[config.mk]
export PLATFORM = sky130hd
export DESIGN_NAME = tff_toggle_monitor
export DESIGN_NICKNAME = d
export VERILOG_FILES = /design/src/rtl/tff_mon_pkg.sv /design/src/rtl/tff_edge_detect.sv /design/src/rtl/tff_toggle_monitor.sv
export SDC_FILE = /design/constraint.sdc
export NUM_CORES = 1
export LEC_CHECK = 0
export CORE_MARGIN = 2
export CORE_UTILIZATION = 49
export CTS_CLUSTER_SIZE = 8
export DETAILED_ROUTE_END_ITERATION = 8
export PLACE_DENSITY = 0.81
export RECOVER_POWER = 50
export SYNTH_ARGS = -nofsm -noshare
export SYNTH_HDL_FRONTEND = slang
export SYNTH_SLANG_ARGS = --single-unit
[constraint.sdc]
create_clock -name clk -period 4.1 [get_ports clk]
set_input_delay 0.82 -clock clk [delete_from_list [all_inputs] [get_ports clk]]
set_output_delay 0.82 -clock clk [all_outputs]
set_load 0.01 [all_outputs]
[src/rtl/tff_mon_pkg.sv]
// Shared types and defaults for the T flip-flop toggle monitor.
//   mon_state_e   : monitor FSM state encoding (also driven out on the state port)
//   CNT_W_DEFAULT : default width of the toggle counter
package tff_mon_pkg;

  typedef enum logic [1:0] {
    IDLE  = 2'd0,
    ARMED = 2'd1,
    TRACK = 2'd2,
    FAULT = 2'd3
  } mon_state_e;

  localparam int unsigned CNT_W_DEFAULT = 8;

endpackage

[src/rtl/tff_edge_detect.sv]
// Sample history and combinational edge/consistency detection for a TFF output.
// Ports:
//   clk, rstn : clock, asynchronous active-low reset
//   valid     : gate; when low all detector outputs are forced to 0
//   t_in      : t value presented to the TFF this cycle
//   q_in      : TFF q output
//   chg       : q changed since the previous sample
//   rise_c    : q went 0->1 since the previous sample
//   fall_c    : q went 1->0 since the previous sample
//   miss_c    : q change disagrees with the t presented one cycle earlier
module tff_edge_detect (
  input  logic clk,
  input  logic rstn,
  input  logic valid,
  input  logic t_in,
  input  logic q_in,
  output logic chg,
  output logic rise_c,
  output logic fall_c,
  output logic miss_c
);

  logic q_prev;
  logic t_prev;

  // History is captured every edge regardless of the gate so that the cycle
  // after arming already compares against a fresh sample.
  always_ff @(posedge clk or negedge rstn) begin
    if (!rstn) begin
      q_prev <= 1'b0;
      t_prev <= 1'b0;
    end else begin
      q_prev <= q_in;
      t_prev <= t_in;
    end
  end

  assign chg    = valid & (q_in ^ q_prev);
  assign rise_c = valid & q_in & ~q_prev;
  assign fall_c = valid & ~q_in & q_prev;
  // A TFF toggles at edge k iff t was high at edge k, seen here one edge later.
  assign miss_c = valid & ((q_in ^ q_prev) ^ t_prev);

endmodule

[src/rtl/tff_toggle_monitor.sv]
// On-chip self-check for a T flip-flop: registered rise/fall pulses, a
// saturating toggle counter, a per-cycle mismatch pulse and a sticky FAULT
// state once ERR_LIMIT mismatches have been seen.
// Ports:
//   clk, rstn    : clock, asynchronous active-low reset
//   enable       : 1 = monitor active, 0 = return to IDLE
//   clear        : synchronous clear of counts, pulses and FAULT
//   t_in, q_in   : t driving the TFF, and the TFF q output
//   rise, fall   : one-cycle registered q edge pulses
//   mismatch     : one-cycle pulse when the q change disagrees with prior t
//   toggle_cnt   : q edges seen, saturating at all-ones
//   mismatch_cnt : mismatches seen, saturating at ERR_LIMIT
//   fault        : high while in FAULT
//   state        : current FSM state (mon_state_e encoding)
module tff_toggle_monitor
  import tff_mon_pkg::*;
#(
  parameter  int unsigned CNT_W     = CNT_W_DEFAULT,
  parameter  int unsigned ERR_LIMIT = 3,
  localparam int unsigned ERR_W     = $clog2(ERR_LIMIT + 1)
) (
  input  logic             clk,
  input  logic             rstn,
  input  logic             enable,
  input  logic             clear,
  input  logic             t_in,
  input  logic             q_in,
  output logic             rise,
  output logic             fall,
  output logic             mismatch,
  output logic [CNT_W-1:0] toggle_cnt,
  output logic [ERR_W-1:0] mismatch_cnt,
  output logic             fault,
  output logic [1:0]       state
);

  localparam logic [CNT_W-1:0] CNT_MAX  = '1;
  // Count value at which the next mismatch is the final one.
  localparam logic [ERR_W-1:0] ERR_LAST = ERR_W'(ERR_LIMIT - 1);

  mon_state_e       state_q, state_d;
  logic             rise_q, rise_d;
  logic             fall_q, fall_d;
  logic             miss_q, miss_d;
  logic [CNT_W-1:0] tcnt_q, tcnt_d;
  logic [ERR_W-1:0] mcnt_q, mcnt_d;

  logic valid;
  logic chg, rise_c, fall_c, miss_c;

  assign valid = (state_q == TRACK) || (state_q == FAULT);

  tff_edge_detect u_edge (
    .clk    (clk),
    .rstn   (rstn),
    .valid  (valid),
    .t_in   (t_in),
    .q_in   (q_in),
    .chg    (chg),
    .rise_c (rise_c),
    .fall_c (fall_c),
    .miss_c (miss_c)
  );

  always_comb begin
    state_d = state_q;
    rise_d  = 1'b0;
    fall_d  = 1'b0;
    miss_d  = 1'b0;
    tcnt_d  = tcnt_q;
    mcnt_d  = mcnt_q;

    if (!enable) begin
      // Disable wins over re-arm; counters are kept unless cleared.
      state_d = IDLE;
      if (clear) begin
        tcnt_d = '0;
        mcnt_d = '0;
      end
    end else if (clear) begin
      state_d = ARMED;
      tcnt_d  = '0;
      mcnt_d  = '0;
    end else begin
      case (state_q)
        IDLE:  state_d = ARMED;
        // ARMED only refreshes the sample history so no stale edge is seen.
        ARMED: state_d = TRACK;
        TRACK, FAULT: begin
          rise_d = rise_c;
          fall_d = fall_c;
          miss_d = miss_c;
          if (chg && (tcnt_q != CNT_MAX)) begin
            tcnt_d = tcnt_q + CNT_W'(1);
          end
          // In FAULT the mismatch count is frozen at ERR_LIMIT.
          if (miss_c && (state_q == TRACK)) begin
            mcnt_d = mcnt_q + ERR_W'(1);
            if (mcnt_q == ERR_LAST) begin
              state_d = FAULT;
            end
          end
        end
        default: state_d = IDLE;
      endcase
    end
  end

  always_ff @(posedge clk or negedge rstn) begin
    if (!rstn) begin
      state_q <= IDLE;
      rise_q  <= 1'b0;
      fall_q  <= 1'b0;
      miss_q  <= 1'b0;
      tcnt_q  <= '0;
      mcnt_q  <= '0;
    end else begin
      state_q <= state_d;
      rise_q  <= rise_d;
      fall_q  <= fall_d;
      miss_q  <= miss_d;
      tcnt_q  <= tcnt_d;
      mcnt_q  <= mcnt_d;
    end
  end

  assign rise         = rise_q;
  assign fall         = fall_q;
  assign mismatch     = miss_q;
  assign toggle_cnt   = tcnt_q;
  assign mismatch_cnt = mcnt_q;
  assign fault        = (state_q == FAULT);
  assign state        = state_q;

endmodule

=== Word-level counts from Yosys, hierarchy flattened ===
Cells that the tools add are included.

* Bits in registers: 17
* Input bits: 6
* Output and inout port bits: 16
* Logic and storage cells: 63

* Add/subtract/negate cells: 2
* Equality and inequality tests: 7
* Multiplexer cells: 24
* Bitwise gates (word level): 10
* Reductions and logical operators: 12

{| class="wikitable"
|+ Operators by type and width
! operator !! number
|-
| 2-to-1 mux 8 bit || 5
|-
| 2-to-1 mux 2 bit || 9
|-
| 2-to-1 mux 1 bit || 9
|-
| adder 8 x 1 -> 8 bit (second input constant) || 1
|-
| inequality test 4 bit (second input constant) || 2
|-
| inequality test 8 bit (second input constant) || 1
|-
| nonzero test 2 bit || 4
|-
| AND 1 bit || 6
|-
| equality test 2 bit (second input constant) || 3
|-
| one-hot mux 2 bit (3 select lines) || 1
|-
| AND reduction 3 bit || 2
|-
| adder 2 x 1 -> 2 bit (second input constant) || 1
|-
| equality test 2 x 1 -> 1 bit (second input constant) || 1
|-
| logical AND 1 bit || 2
|-
| logical NOT 2 bit || 1
|-
| inverter 1 bit || 2
|-
| AND reduction 2 bit || 1
|-
| OR reduction 2 bit || 1
|-
| XOR 1 bit || 2
|-
| logical OR 1 bit || 1
|}

=== Longest topological paths before layout ===
* Depth in word-level cells: 8
* Depth in mapped cells: 6
* Depth with buffers taken out: 5

=== Cells and area by module ===
A second synthesis with hierarchy kept.

* Cells, all modules: 89
* Area, all modules: 898.4 um2

{| class="wikitable"
|+ By module, submodules not included
! module !! times used !! cells an instance !! area each (um2) !! seq. area each (um2)
|-
| tff_toggle_monitor || 1 || 79 || 795.8 || 375.4
|-
| tff_edge_detect || 1 || 10 || 102.6 || 50.0
|}

=== Least setup slack after synthesis ===
OpenSTA, ideal clock, no wires.

* Path kind: input port to flip-flop
* From: input port q_in
* To: register tcnt_q[6] (netlist: toggle_cnt[6])
* Setup time: 78 ps
* Data arrival time: 1855 ps
* Data required time: 4022 ps
* Path slack: 2167 ps
* Stages on the path: 4
* Buffers on the path: 0
* Cell sequence: xnor2_1 a211o_1 or4b_1 a21oi_1

* Longest elaborated chain between the ends: 5

{| class="wikitable"
|+ RTL lines
! item !! line !! text
|-
| start: declaration || tff_toggle_monitor.sv:27 || <nowiki>input logic q_in,</nowiki>
|-
| XOR 1 bit || tff_edge_detect.sv:38 || <nowiki>assign chg = valid & (q_in ^ q_prev);</nowiki>
|-
| AND 1 bit || tff_edge_detect.sv:38 ||
|-
| logical AND 1 bit || tff_toggle_monitor.sv:93 || <nowiki>if (chg && (tcnt_q != CNT_MAX)) begin</nowiki>
|-
| nonzero test 2 bit (no source line) || -- ||
|-
| AND reduction 3 bit (no source line) || -- ||
|-
| end signal: assignment || tff_toggle_monitor.sv:122 || <nowiki>tcnt_q <= tcnt_d;</nowiki>
|-
| end: declaration || tff_toggle_monitor.sv:45 || <nowiki>logic [CNT_W-1:0] tcnt_q, tcnt_d;</nowiki>
|}

Every way passes these cells.
A chain may end at the register's enable or synchronous reset.

=== Worst setup path after layout ===
Ends and elaborated chain as after synthesis.

==> run summary <==
Setup CP Type: input port to flop
synth unique cells: 27
top post-synthesis cells by area: dfrtp_1 (53%), a21oi_1 (3.7%), ha_1 (3.1%)
layout cells sized above 1: 5.102%
Cell Chain, Critical Path: dlygate4sd3_1 -> xnor2_1 -> a211o_1 -> or4b_1 -> a21oi_1
min Tclk post-route: 2.498 ns
vias in the first global route: 560
Initial Util: 53.12%
crit path launch type: input port
gr usage total: 17.58%
crit end category: flop
top cells by count, synth: dfrtp_1 (17), a21oi_1 (6), nor2_1 (6)
Slowest-stage cell, CP: dlygate4sd3_1
Die X: 44.65 um
syn avg cell area: 10.65 um^2
TritonCTS clock tree: built
Max Fclk: 400.3 MHz
area leader, netlist: dfrtp_1
ANT cells: 0
Post-synth EDFFs: 0
predominant post-synthesis flop cell: dfrtp_1
number of setup buffers added after CTS: 0
Num CTS Buffers: 3
CORE AREA: 1524 um^2
sequential area share after synthesis: 52.55%
Layout area overhead: 29.52%
final hold vios: 0
Placed Cells: 110
via count: 622
initial DRC count: 6
clk_lat worst skew: 0.29 ns
IO Count: 22
Via density: 5.456
Global Route met2 Usage: 26.96%
routability cong.: 0.7809
most common cell in the netlist: dfrtp_1
GR Layer Usage met3: 3.673%
crit-path max cell delay: 0.60 ns
Slew @ Worst Pin: 0.7400 ns
core occupancy in the finished layout: 68.80%
status: complete, no violations
Residual DRC: 0
overall routed net length: 1.478 mm
area share of the largest cell type after synthesis: 52.55%
FFs w/ async S/R, synth: 100.0%
Power Dens Cells: 276.3 nW/um^2
CP arrival: 2.71 ns
Post-Layout Cell Count: 114
grt ovf: 0
CP Data Required Time: 4.31 ns
WL/cell: 12.96 um
Rel. slew slack: 50.51%
Worst IR Drop VDD: 0.0001506 V
# rows: 14
Pleak: 0.4426 nW
Hold Buf Count CTS: 0
gr busiest metal: met2
post-synthesis instance area: 809.5 um^2
period utilisation layout: 60.93%
DIE AREA: 1993 um^2
# port buffers: 21
max cap viols: 0
reg2reg setup slack: 2.02 ns
Final Max Tran Viols: 0
RSZ-0062 raised after global routing: no
post-CTS sizing: 0
Seq cells post-synth: 17
CTS sink cnt: 17
initial antenna violation count: 0
clock root buffer: clkbuf_4
Placed Area: 1021 um^2
Post-Layout Inst Area: 1049 um^2
CP max FO: 14
met1 Track Usage GR: 23.30%
TNS Setup: 0 ns
router iterations before antenna repair: 3
synthesized net count: 84
number of H-tree levels: 1
global-route wire length before repair: 2.490 mm
Hold Crit Class: flop to flop
Final Skew: 0.0008247 ns
synth warn: 0
Cells after Synth: 76
post-layout net count: 107
final setup fails: 0
CTS Buffer Depth: 2
Routed Antenna Nets: 0
Clock Pin Slew Worst Setup and Hold Paths: 0.10 ns
largest net degree at the start of global routing: 18
Die Y: 44.65 um
## registers in the layout, summed over array words and instances (netlist names)
name and cells:
mismatch 1, toggle_cnt 8, mismatch_cnt 2, u_edge.t_prev 1, state 2, fall 1
rise 1, u_edge.q_prev 1
## cells by family after synthesis
group / share of synthesized area, %
AND/OR/NAND/NOR: 21.17
buffers and inverters: 4.637
XOR/XNOR: 6.028
adder cells (fa/ha/maj): 3.091
flip-flops: 52.55
AO/OA/AOI/OAI: 10.05
multiplexers: 2.473
## cell type report
class	count	area, um^2
Fill cell	119	475.5
Sequential cell	17	425.4
Multi-Input combinational cell	51	346.6
Timing Repair Buffer	21	210.2
Clock buffer	3	22.52
Tap cell	16	20.02
Inverter	5	18.77
Clock inverter	1	5.005
## cells in the final DEF, fill, tap and decap left out, types with 3 or more instances in the layout
| cell type | count |
|---|---|
| a21oi_1 | 6 |
| clkbuf_4 | 3 |
| clkdlybuf4s50_1 | 16 |
| dfrtp_1 | 17 |
| dlygate4sd3_1 | 5 |
| inv_1 | 5 |
| nand2_1 | 5 |
| nor2_1 | 6 |
| o31ai_1 | 3 |
| or4_1 | 3 |
## per-stage QoR
step	hold slack, ns	power, mW	setup WS (ns)
final	0.5437	0.2897	1.602
after global routing	0.5780	0.3021	1.505
after CTS	0.5420	0.2948	1.707
after detailed placement	0.5248	0.2047	1.391
after global placement	0.5225	0.2041	1.471
after floorplan	0.4918	0.1899	2.167
## per-layer routing
| layer | up-vias | share of wire, % |
|---|---|---|
| met5 | - | 0 |
| met4 | 0 | 1.1 |
| met3 | 2 | 3.2 |
| met2 | 10 | 47 |
| met1 | 293 | 49 |
| li1 | 317 | - |
## path summary, 6_finish.rpt
path / depth (start not counted) / to / start
hold reg to reg: 1 / rise / u_edge.q_prev
setup / recovery: 5 / toggle_cnt[6] / q_in
max in group asynchronous: 1 / rise / rstn
hold / removal: 1 / rise / u_edge.q_prev
min in group asynchronous: 1 / mismatch_cnt[1] / rstn
setup reg to reg: 5 / toggle_cnt[6] / toggle_cnt[0]
## report_power, final
| part | total, mW | internal [mW] | switching [mW] |
|---|---|---|---|
| Combinational | 0.0261 | 0.0132 | 0.0129 |
| Clock | 0.0897 | 0.0362 | 0.0534 |
| Sequential | 0.174 | 0.171 | 0.00348 |
## critical path: cells and delay by family
kind | cells | cell delay [ns]
AOI/OAI and AO/OA | 2 | 0.59
and+or+nand+nor | 1 | 0.55
xor gates and xnor gates | 1 | 0.15
buffers and inverters | 1 | 0.60
Note: power is estimated with default switching activity, not from simulation.
